### src/rtl/dispense_pkg.sv
// Shared types and width helpers for the dispense motor scheduler.
package dispense_pkg;

  typedef enum logic [1:0] {
    IDLE,
    RAMP,
    RUN,
    GAP
  } state_e;

  function automatic int width_of(input int v);
    return (v > 1) ? $clog2(v) : 1;
  endfunction

endpackage

### src/rtl/pwm_period_gen.sv
// Free-running PWM period counter with a registered compare output.
module pwm_period_gen
  import dispense_pkg::*;
#(
  parameter int PERIOD = 100,
  parameter int W      = width_of(PERIOD + 1)
) (
  input  logic         clk,
  input  logic         rst_n,
  input  logic         clr,
  input  logic         en,
  input  logic [W-1:0] duty,
  output logic         pwm,
  output logic         period_end
);

  logic [W-1:0] cnt_q, cnt_d;
  logic         pwm_q;

  assign period_end = (cnt_q == W'(PERIOD - 1));

  always_comb begin
    cnt_d = cnt_q + 1'b1;
    if (clr || period_end) cnt_d = '0;
  end

  // Compare against the next count so pwm lines up with cnt.
  always_ff @(posedge clk or negedge rst_n) begin
    if (!rst_n) begin
      cnt_q <= '0;
      pwm_q <= 1'b0;
    end else begin
      cnt_q <= cnt_d;
      pwm_q <= en && (cnt_d < duty);
    end
  end

  assign pwm = pwm_q;

endmodule

### src/rtl/dispense_motor_sched.sv
// Round-robin share of one dispense motor: ramp, run, off-gap per grant.
// Define DISPENSE_RAMP_EN to include the soft-start RAMP state.
module dispense_motor_sched
  import dispense_pkg::*;
#(
  parameter int NUM_SLOTS   = 4,
  parameter int PERIOD      = 100,
  parameter int START_DUTY  = 20,
  parameter int RAMP_STEP   = 10,
  parameter int RUN_DUTY    = 50,
  parameter int RUN_PERIODS = 200,
  parameter int GAP_PERIODS = 2
) (
  input  logic                 clk,
  input  logic                 rst_n,
  input  logic [NUM_SLOTS-1:0] req,
  input  logic                 abort,
  output logic                 motor_pwm,
  output logic [NUM_SLOTS-1:0] motor_sel,
  output logic                 busy,
  output logic [NUM_SLOTS-1:0] done
);

  localparam int NW = width_of(NUM_SLOTS);
  localparam int DW = width_of(PERIOD + 1);
  localparam int PMAX = (RUN_PERIODS > GAP_PERIODS) ?
                        RUN_PERIODS : GAP_PERIODS;
  localparam int PW = width_of(PMAX + 1);

  if (START_DUTY > RUN_DUTY || RUN_DUTY > PERIOD ||
      RAMP_STEP < 1 || RUN_PERIODS < 1 || GAP_PERIODS < 1 ||
      NUM_SLOTS < 2 || NUM_SLOTS > 8) begin : g_bad_cfg
    $error("dispense_motor_sched: illegal parameters");
  end

  state_e               state_q, state_d;
  logic [DW-1:0]        duty_q, duty_d;
  logic [PW-1:0]        pcnt_q, pcnt_d;
  logic [NW-1:0]        last_q, gnt_idx, scan_idx;
  logic [NUM_SLOTS-1:0] sel_q, done_q;
  logic                 busy_q;
  logic                 gnt_vld, grant, fin;
  logic                 clr, en, period_end;

  // Descending scan so the smallest offset from last_q wins.
  always_comb begin
    gnt_vld  = 1'b0;
    gnt_idx  = last_q;
    scan_idx = last_q;
    for (int i = NUM_SLOTS; i >= 1; i--) begin
      scan_idx = NW'((int'(last_q) + i) % NUM_SLOTS);
      if (req[scan_idx]) begin
        gnt_vld = 1'b1;
        gnt_idx = scan_idx;
      end
    end
  end

  assign grant = (state_q == IDLE) && gnt_vld;

`ifdef DISPENSE_RAMP_EN
  int unsigned   ramp_sum;
  logic [DW-1:0] duty_ramp;

  always_comb begin
    ramp_sum  = 32'(duty_q) + 32'(RAMP_STEP);
    duty_ramp = (ramp_sum >= 32'(RUN_DUTY)) ?
                DW'(RUN_DUTY) : DW'(ramp_sum);
  end
`endif

  always_comb begin
    state_d = state_q;
    duty_d  = duty_q;
    pcnt_d  = pcnt_q;
    clr     = 1'b0;
    fin     = 1'b0;
    unique case (state_q)
      IDLE: begin
        clr = 1'b1;
        if (gnt_vld) begin
          pcnt_d = '0;
`ifdef DISPENSE_RAMP_EN
          state_d = RAMP;
          duty_d  = DW'(START_DUTY);
`else
          state_d = RUN;
          duty_d  = DW'(RUN_DUTY);
`endif
        end
      end
`ifdef DISPENSE_RAMP_EN
      RAMP: begin
        if (abort) begin
          state_d = GAP;
          clr     = 1'b1;
          pcnt_d  = '0;
        end else if (period_end) begin
          duty_d = duty_ramp;
          if (duty_ramp == DW'(RUN_DUTY)) begin
            state_d = RUN;
            pcnt_d  = '0;
          end
        end
      end
`endif
      RUN: begin
        if (abort) begin
          state_d = GAP;
          clr     = 1'b1;
          pcnt_d  = '0;
        end else if (period_end) begin
          if (pcnt_q == PW'(RUN_PERIODS - 1)) begin
            state_d = GAP;
            pcnt_d  = '0;
            fin     = 1'b1;
          end else begin
            pcnt_d = pcnt_q + 1'b1;
          end
        end
      end
      GAP: begin
        if (period_end) begin
          if (pcnt_q == PW'(GAP_PERIODS - 1)) begin
            state_d = IDLE;
            duty_d  = '0;
            pcnt_d  = '0;
          end else begin
            pcnt_d = pcnt_q + 1'b1;
          end
        end
      end
      default: begin
        state_d = IDLE;
        duty_d  = '0;
        pcnt_d  = '0;
      end
    endcase
    en = (state_d == RAMP) || (state_d == RUN);
  end

  always_ff @(posedge clk or negedge rst_n) begin
    if (!rst_n) begin
      state_q <= IDLE;
      duty_q  <= '0;
      pcnt_q  <= '0;
      last_q  <= NW'(NUM_SLOTS - 1);
      sel_q   <= '0;
      busy_q  <= 1'b0;
      done_q  <= '0;
    end else begin
      state_q <= state_d;
      duty_q  <= duty_d;
      pcnt_q  <= pcnt_d;
      busy_q  <= (state_d != IDLE);
      done_q  <= fin ? sel_q : '0;
      if (grant) begin
        last_q <= gnt_idx;
        sel_q  <= NUM_SLOTS'(1) << gnt_idx;
      end else if (state_d == IDLE) begin
        sel_q <= '0;
      end
    end
  end

  pwm_period_gen #(
    .PERIOD (PERIOD),
    .W      (DW)
  ) u_pwm (
    .clk        (clk),
    .rst_n      (rst_n),
    .clr        (clr),
    .en         (en),
    .duty       (duty_d),
    .pwm        (motor_pwm),
    .period_end (period_end)
  );

  assign motor_sel = sel_q;
  assign busy      = busy_q;
  assign done      = done_q;

endmodule

### config.mk
export PLATFORM = sky130hd
export DESIGN_NAME = dispense_motor_sched
export DESIGN_NICKNAME = d
export VERILOG_FILES = /design/src/rtl/dispense_pkg.sv /design/src/rtl/pwm_period_gen.sv /design/src/rtl/dispense_motor_sched.sv
export SDC_FILE = /design/constraint.sdc
export NUM_CORES = 1
export LEC_CHECK = 0
export CORE_UTILIZATION = 50
export CTS_BUF_LIST = sky130_fd_sc_hd__clkbuf_16
export CTS_CLUSTER_DIAMETER = 200
export CTS_CLUSTER_SIZE = 16
export DETAILED_ROUTE_END_ITERATION = 10
export GPL_TIMING_DRIVEN = 0
export PLACE_DENSITY = 0.81
export SKIP_CTS_REPAIR_TIMING = 1
export SYNTH_ARGS = -nofsm -noshare
export SYNTH_HDL_FRONTEND = slang
export SYNTH_HIERARCHICAL = 1
export SYNTH_SLANG_ARGS = --single-unit
### constraint.sdc
create_clock -name clk -period 7.3 [get_ports clk]
set_input_delay 1.46 -clock clk [delete_from_list [all_inputs] [get_ports clk]]
set_output_delay 1.46 -clock clk [all_outputs]
set_load 0.02 [all_outputs]
==> reports/results.ini, run 1 <==
[timing]
final_hold_viol_count = 0
max_freq_ghz = 0.280
setup_ws_ps = 3720
finClkSkew_ps = 4.67
setup_tns_ps = 0
slew_headroom = 0.480
rsz0062_at_grt = no
fin_crit_sh = 0.490
setup_viol = 0
period_needed_ps = 3580
slew_viol_final = 0
worst_pin_slew_ps = 779

[synthesis]
synth_ff_type = dfrtp_1
synth-edff-count = 0
yosys.area.top_type = dfrtp_1
ys_seq_area_frac = 0.454
syn_nets = 216
yosys.area.top_type_share = 0.428
synth.distinct_cells = 54
ys_top_cells_by_area = dfrtp_1, ha_1, inv_1, nand3_1, dfstp_2
yosys_warnings = 6
postSynthCellCount = 199
ys_seq_elements = 36
avgSynthCellArea_um2 = 9.99
async_reset_ff_frac = 1.00
netlist_area_um2 = 1990

[routing]
first_iter_violations = 89
vias = 1530
firstDrtPassIters = 4
routed_via_density = 5.65
drt_drc_violations_left = 0
avgRoutedWirePerCell_um = 13.4
antenna_left = 0
wirelength_um = 3630

[die]
initial_core_util = 0.531
die-area_um2 = 4230
core_um2 = 3740
die_y_um = 65.1
rows = 22
boundaryPins = 17
die_x_um = 65.1

[min_path]
holdCritPathClass = register to register
hold_start = u_pwm/cnt_q[0]$_DFF_PN0_
hold_end = u_pwm/cnt_q[0]$_DFF_PN0_
min_path_cells = 1

[place]
gp_congestion = 0.797
detailedPlace.worstSlack_ps = 3390
io_buffers = 16
dpl_cell_area_um2 = 2200
hpwlAfterDp_um = 2630

[pwr]
leakagePower_uw = 0.00103
p_switching_uw = 93.3
peakVddDrop_uv = 108
clkPwrFrac = 0.510
p_total_uw = 465
p_comb_frac = 0.050
p_per_area_nw_per_um2 = 196
p_int_uw = 371
p_sw_frac = 0.201
sequentialPowerShare = 0.440

[run]
maxCapViolations = 0

[global_route]
grt_pass1_vias = 1471
antenna_found_initial = 0
grt_overflow = 0
grt_max_degree = 37
grt_pass1_wl_um = 6640
grt_usage = 0.208

[finish]
area_growth_pct = 19.1
num_antenna_cells = 0
nets = 239
finish.instance_area_um2 = 2370
final.fill_count = 339
drive_gt1_frac = 0.121

[run_status]
status = completed

[clocking]
clockBufferDepth = 2
cts_htree_levels = 2
cts.sinks = 36
cts-buffers-inserted = 5
cts_tree = yes
clkSlewWorstSetupHoldPaths_ps = 50
worstSkewPairLatency_ps = 280
cts_root_buffer = clkbuf_16

[setup_path]
startpoint_type = input port
reg2reg_slack_ps = 4540
reg2reg_to = u_pwm/pwm$_DFF_PN0_
critical_path_peak_fanout = 6
arrival_ps = 3760
r2r_start = u_pwm/cnt_q[0]$_DFF_PN0_
reg2reg_depth = 12
cp_data_required_time_ps = 7480
crit_path_end_kind = register
setup.worst_path.class = input port to register

power groups by stage:
stage	registers (µW)	clock network, µW	logic [µW]
floorplan	209	0	8.71
global placement	208	0	24.0
detailed placement	208	0	23.8
CTS	204	242	24.1
global route	205	251	25.9
finish	204	237	23.4
state kept, by name, indices dropped and copies added, names as in the netlist:
signal	count
duty_q	7
pcnt_q	8
done	4
last_q	2
u_pwm/pwm	1
u_pwm/cnt_q	7
busy	1
motor_sel	4
state_q	2
final cells by class:
class | instances | area [µm²] | area share
repair buffers | 16 | 155 | 0.0655
clock inverters | 3 | 38.8 | 0.0164
flip-flops and latches | 36 | 903 | 0.382
multi-input cells | 139 | 981 | 0.414
plain buffers | 5 | 32.5 | 0.0137
well taps | 48 | 60.1 | 0.0254
clock buffers | 5 | 125 | 0.0529
inverters | 19 | 71.3 | 0.0301
worst max-delay path by stage:
| stage | depth (start not counted) | endpoint | start | slack [ps] |
|---|---|---|---|---|
| finish | 10 | u_pwm/pwm$_DFF_PN0_ | req[1] | 3720 |
| global placement | 10 | u_pwm/pwm$_DFF_PN0_ | req[1] | 3450 |
| CTS | 10 | u_pwm/pwm$_DFF_PN0_ | req[1] | 3690 |
| floorplan | 9 | u_pwm/pwm$_DFF_PN0_ | req[1] | 4210 |
| global route | 10 | u_pwm/pwm$_DFF_PN0_ | req[1] | 3450 |
| detailed placement | 10 | u_pwm/pwm$_DFF_PN0_ | req[1] | 3390 |
per-stage QoR:
step / util / hold WS [ps] / std cells
after global routing: 0.632 / 503 / 271
after CTS: 0.632 / 496 / 271
final: 0.632 / 492 / 271
after floorplan: - / 454 / 199
after detailed placement: 0.589 / 484 / 263
after global placement: 0.590 / 474 / 263
worst max-delay path, cell delays in order:
cell and delay (ps):
clkdlybuf4s50_1 490, nor4_4 460, nor2b_1 190, o21ai_1 120, nor2b_1 170, inv_1 70, ha_1 330, a21oi_1 180
a21oi_1 90, a211oi_1 200
cells in the final DEF (no fill, tap or decap), drive strengths merged, types with 8 or more instances in the layout:
master	Yosys	routed
a21oi	10	10
clkdlybuf4s50	0	15
dfrtp	34	34
ha	10	10
inv	19	20
nand2	15	15
nand3	12	12
nor2	10	10
o21ai	9	9
or3	8	8
logic make-up after synthesis:
logic type      synth area share
compound gates             0.167
simple gates               0.245
xor+xnor                  0.0132
buf+inv                   0.0522
fa+ha+maj                 0.0629
mux                      0.00503
flops                      0.454
layer usage:
| metal | vias up | GRT usage | wire length [µm] |
|---|---|---|---|
| met5 | - | 0 | 0 |
| met4 | 0 | 0.0788 | 44 |
| met3 | 6 | 0.0634 | 137 |
| met1 | 728 | 0.276 | 1710 |
| li1 | 767 | - | - |
| met2 | 29 | 0.319 | 1740 |
synth_stat cells, types with 2 or more instances:
library cell	instances
a21oi_1	10
ha_1	10
nor3_1	2
dfstp_2	2
o22ai_1	2
xor2_1	2
nand4_1	4
nor4_1	2
nand3_1	12
nand2_1	14
o21a_1	4
nor2b_1	6
nand4b_1	2
o21ai_0	8
nor4b_2	2
and2_1	4
and4_1	2
dfrtp_1	34
a31oi_1	4
inv_1	19
or3_1	7
o31ai_1	6
nor2_1	10
Power figures use the tool's default switching activity.
==> inputs of run 2 (changes only) <==
Settings changed: PLACE_DENSITY 0.81 to 0.84.
Clock period 7.3 ns to 3.1 ns, I/O delays scaled along.
==> run 2 against run 1 <==
Against the previous run: utilization unchanged; count of clock-buffer cells in the layout unchanged; power rose by 130%; final cell count stayed put; die area is the same; clock skew decreased by 2.3 ps; register-to-register slack worse by 4100 ps; largest cell class unchanged; largest power group unchanged; highest routed layer unchanged.
==> reports/results.ini, run 2 (synthesized netlist as in run 1, its figures left out) <==
[pwr]
p_int_uw = 874  ; was 371 µW
peakVddDrop_uv = 241  ; was 108 µV
p_sw_frac = 0.198  ; was 0.201
p_per_area_nw_per_um2 = 461  ; was 196 nW/µm²
p_comb_frac = 0.052  ; was 0.050
sequentialPowerShare = 0.441  ; was 0.440
leakagePower_uw = 0.00103  ; unchanged
clkPwrFrac = 0.507  ; was 0.510
p_switching_uw = 216  ; was 93.3 µW

[setup_path]
crit_path_end_kind = register  ; unchanged
slowest_stage = clkdlybuf4s50_1  ; unchanged
startpoint_type = input port  ; unchanged
cpMostUsedCell = nor2b_1
setup.worst_path.class = input port to register  ; unchanged
crit_path_cell_trace = clkdlybuf4s50_1 -> nor4_4 -> nor2b_1 -> o21ai_1 -> nor2b_1 -> inv_1 -> ha_1 -> nand4_1 -> nor4_1 -> a211oi_1  ; was clkdlybuf4s50_1 -> nor4_4 -> nor2b_1 -> o21ai_1 -> nor2b_1 -> inv_1 -> ha_1 -> a21oi_1 -> a21oi_1 -> a211oi_1
reg2reg_depth = 12  ; unchanged
cp_data_required_time_ps = 3250  ; was 7480 ps
arrival_ps = 2890  ; was 3760 ps
critical_path_peak_fanout = 6  ; unchanged
slowest_delay_ps = 500  ; was 490 ps

[finish]
area_growth_pct = 19.1  ; unchanged
top_register = pcnt_q  ; unchanged
final_common_cell = dfrtp_1  ; unchanged
nets = 239  ; unchanged
top_regs = pcnt_q (8), duty_q (7), u_pwm/cnt_q (7)  ; unchanged
largest_reg_flops = 8  ; unchanged
fin_cells = 271  ; unchanged
layout_common_cells = dfrtp_1, inv_1, clkdlybuf4s50_1  ; unchanged
num_antenna_cells = 0  ; unchanged
drive_gt1_frac = 0.121  ; unchanged

[routing]
firstDrtPassIters = 4  ; unchanged
drt_drc_violations_left = 0  ; unchanged
avgRoutedWirePerCell_um = 14.0  ; was 13.4 µm
wirelength_um = 3790  ; was 3630 µm
first_iter_violations = 101  ; was 89
antenna_left = 0  ; unchanged
routed_via_density = 5.87  ; was 5.65
vias = 1591  ; was 1530

[clocking]
worstSkewPairLatency_ps = 280  ; about the same
cts_htree_levels = 2  ; unchanged
cts.sinks = 36  ; unchanged
cts_tree = yes  ; unchanged
clkSlewWorstSetupHoldPaths_ps = 50  ; about the same
clockBufferDepth = 2  ; unchanged
cts-buffers-inserted = 5  ; unchanged
cts_root_buffer = clkbuf_16  ; unchanged

[die]
die-area_um2 = 4230  ; unchanged
die_y_um = 65.1  ; unchanged
core_um2 = 3740  ; unchanged
boundaryPins = 17  ; unchanged
die_x_um = 65.1  ; unchanged
initial_core_util = 0.531  ; unchanged
rows = 22  ; unchanged

[place]
hpwlAfterDp_um = 2670  ; was 2630 µm
dp_cells = 263  ; unchanged
detailedPlace.worstSlack_ps = 62.0  ; was 3390 ps
io_buffers = 16  ; unchanged
gp_congestion = 0.815  ; was 0.797

[global_route]
use_met1 = 0.279  ; was 0.276
antenna_found_initial = 0  ; unchanged
grtUsageMet2 = 0.346  ; was 0.319
grt_max_degree = 37  ; unchanged
busiest_layer = met2  ; unchanged
grtUsageMet3 = 0.0423  ; was 0.0634
grt_pass1_wl_um = 6860  ; was 6640 µm
grt_usage = 0.212  ; was 0.208
grt_overflow = 0  ; unchanged
grt_pass1_vias = 1532  ; was 1471

[timing]
final_hold_viol_count = 0  ; unchanged
slew_viol_final = 0  ; unchanged
worst_pin_slew_ps = 784  ; was 779 ps
setup_ws_ps = 358  ; was 3720 ps
rsz0062_at_grt = no  ; unchanged
setup_tns_ps = 0  ; unchanged
max_freq_ghz = 0.365
period_needed_ps = 2740
finClkSkew_ps = 2.34  ; was 4.67 ps
setup_viol = 0  ; unchanged
fin_crit_sh = 0.885
slew_headroom = 0.477  ; was 0.480

[run_status]
status = completed  ; unchanged

[run]
maxCapViolations = 0  ; unchanged

[min_path]
holdCritPathClass = input port to asynchronous set/reset pin  ; was register to register

==> run 2: cell counts in the layout (fill, tap and decap cells not counted) <==
Identical to the previous run, type by type.
==> run 2: power by group through the flow <==
| stage | clock network (µW) | registers, µW | logic, µW |
|---|---|---|---|
| floorplan | 0 | 493 | 20.5 |
| global placement | 0 | 489 | 56.4 |
| CTS | 562 | 481 | 57.6 |
| finish | 553 | 481 | 56.3 |
| detailed placement | 0 | 489 | 56.5 |
| global route | 582 | 482 | 63.9 |
==> run 2: worst paths after layout <==
check                      slack [ps]                    end                startpoint
setup / recovery                  360    u_pwm/pwm$_DFF_PN0_                    req[1]
hold / removal                    430    duty_q[1]$_DFF_PN0_                     rst_n
setup reg to reg                  410    u_pwm/pwm$_DFF_PN0_  u_pwm/cnt_q[0]$_DFF_PN0_
hold reg to reg                   490    duty_q[4]$_DFF_PN0_       duty_q[4]$_DFF_PN0_
max in group asynchronous        2180  pcnt_q[5]$_DFFE_PN0P_                     rst_n
min in group clk                  490    duty_q[4]$_DFF_PN0_       duty_q[4]$_DFF_PN0_
==> run 2: metrics by stage <==
step	power, µW	utilization	hold slack, ps	area [µm²]
floorplan	513	-	324	1990
global placement	546	0.590	476	2210
CTS	1100	0.632	457	2370
detailed placement	546	0.589	479	2200
finish	1090	0.632	426	2370
global route	1130	0.632	506	2370
==> run 2: worst max-delay path, delay by kind of cell <==
kind / cells / cell delay, ps
AOI/OAI and AO/OA: 2 / 230
adders and majority gates: 1 / 310
buffers and inverters: 2 / 570
and+or+nand+nor: 5 / 1170
==> run 2: area by class of cell <==
| cell class | instances | area (µm²) |
|---|---|---|
| repair buffers | 16 | 155 |
| clock inverters | 3 | 38.8 |
| flip-flops and latches | 36 | 903 |
| inverters | 19 | 71.3 |
| plain buffers | 5 | 32.5 |
| clock buffers | 5 | 125 |
| well taps | 48 | 60.1 |
| fillers | 315 | 1380 |
| multi-input cells | 139 | 981 |
==> run 2: per-layer routing <==
metal  vias up  share of wire
met4         0          0.016
li1        776              -
met3         8          0.034
met2        38           0.50
met5         -              0
met1       769           0.45
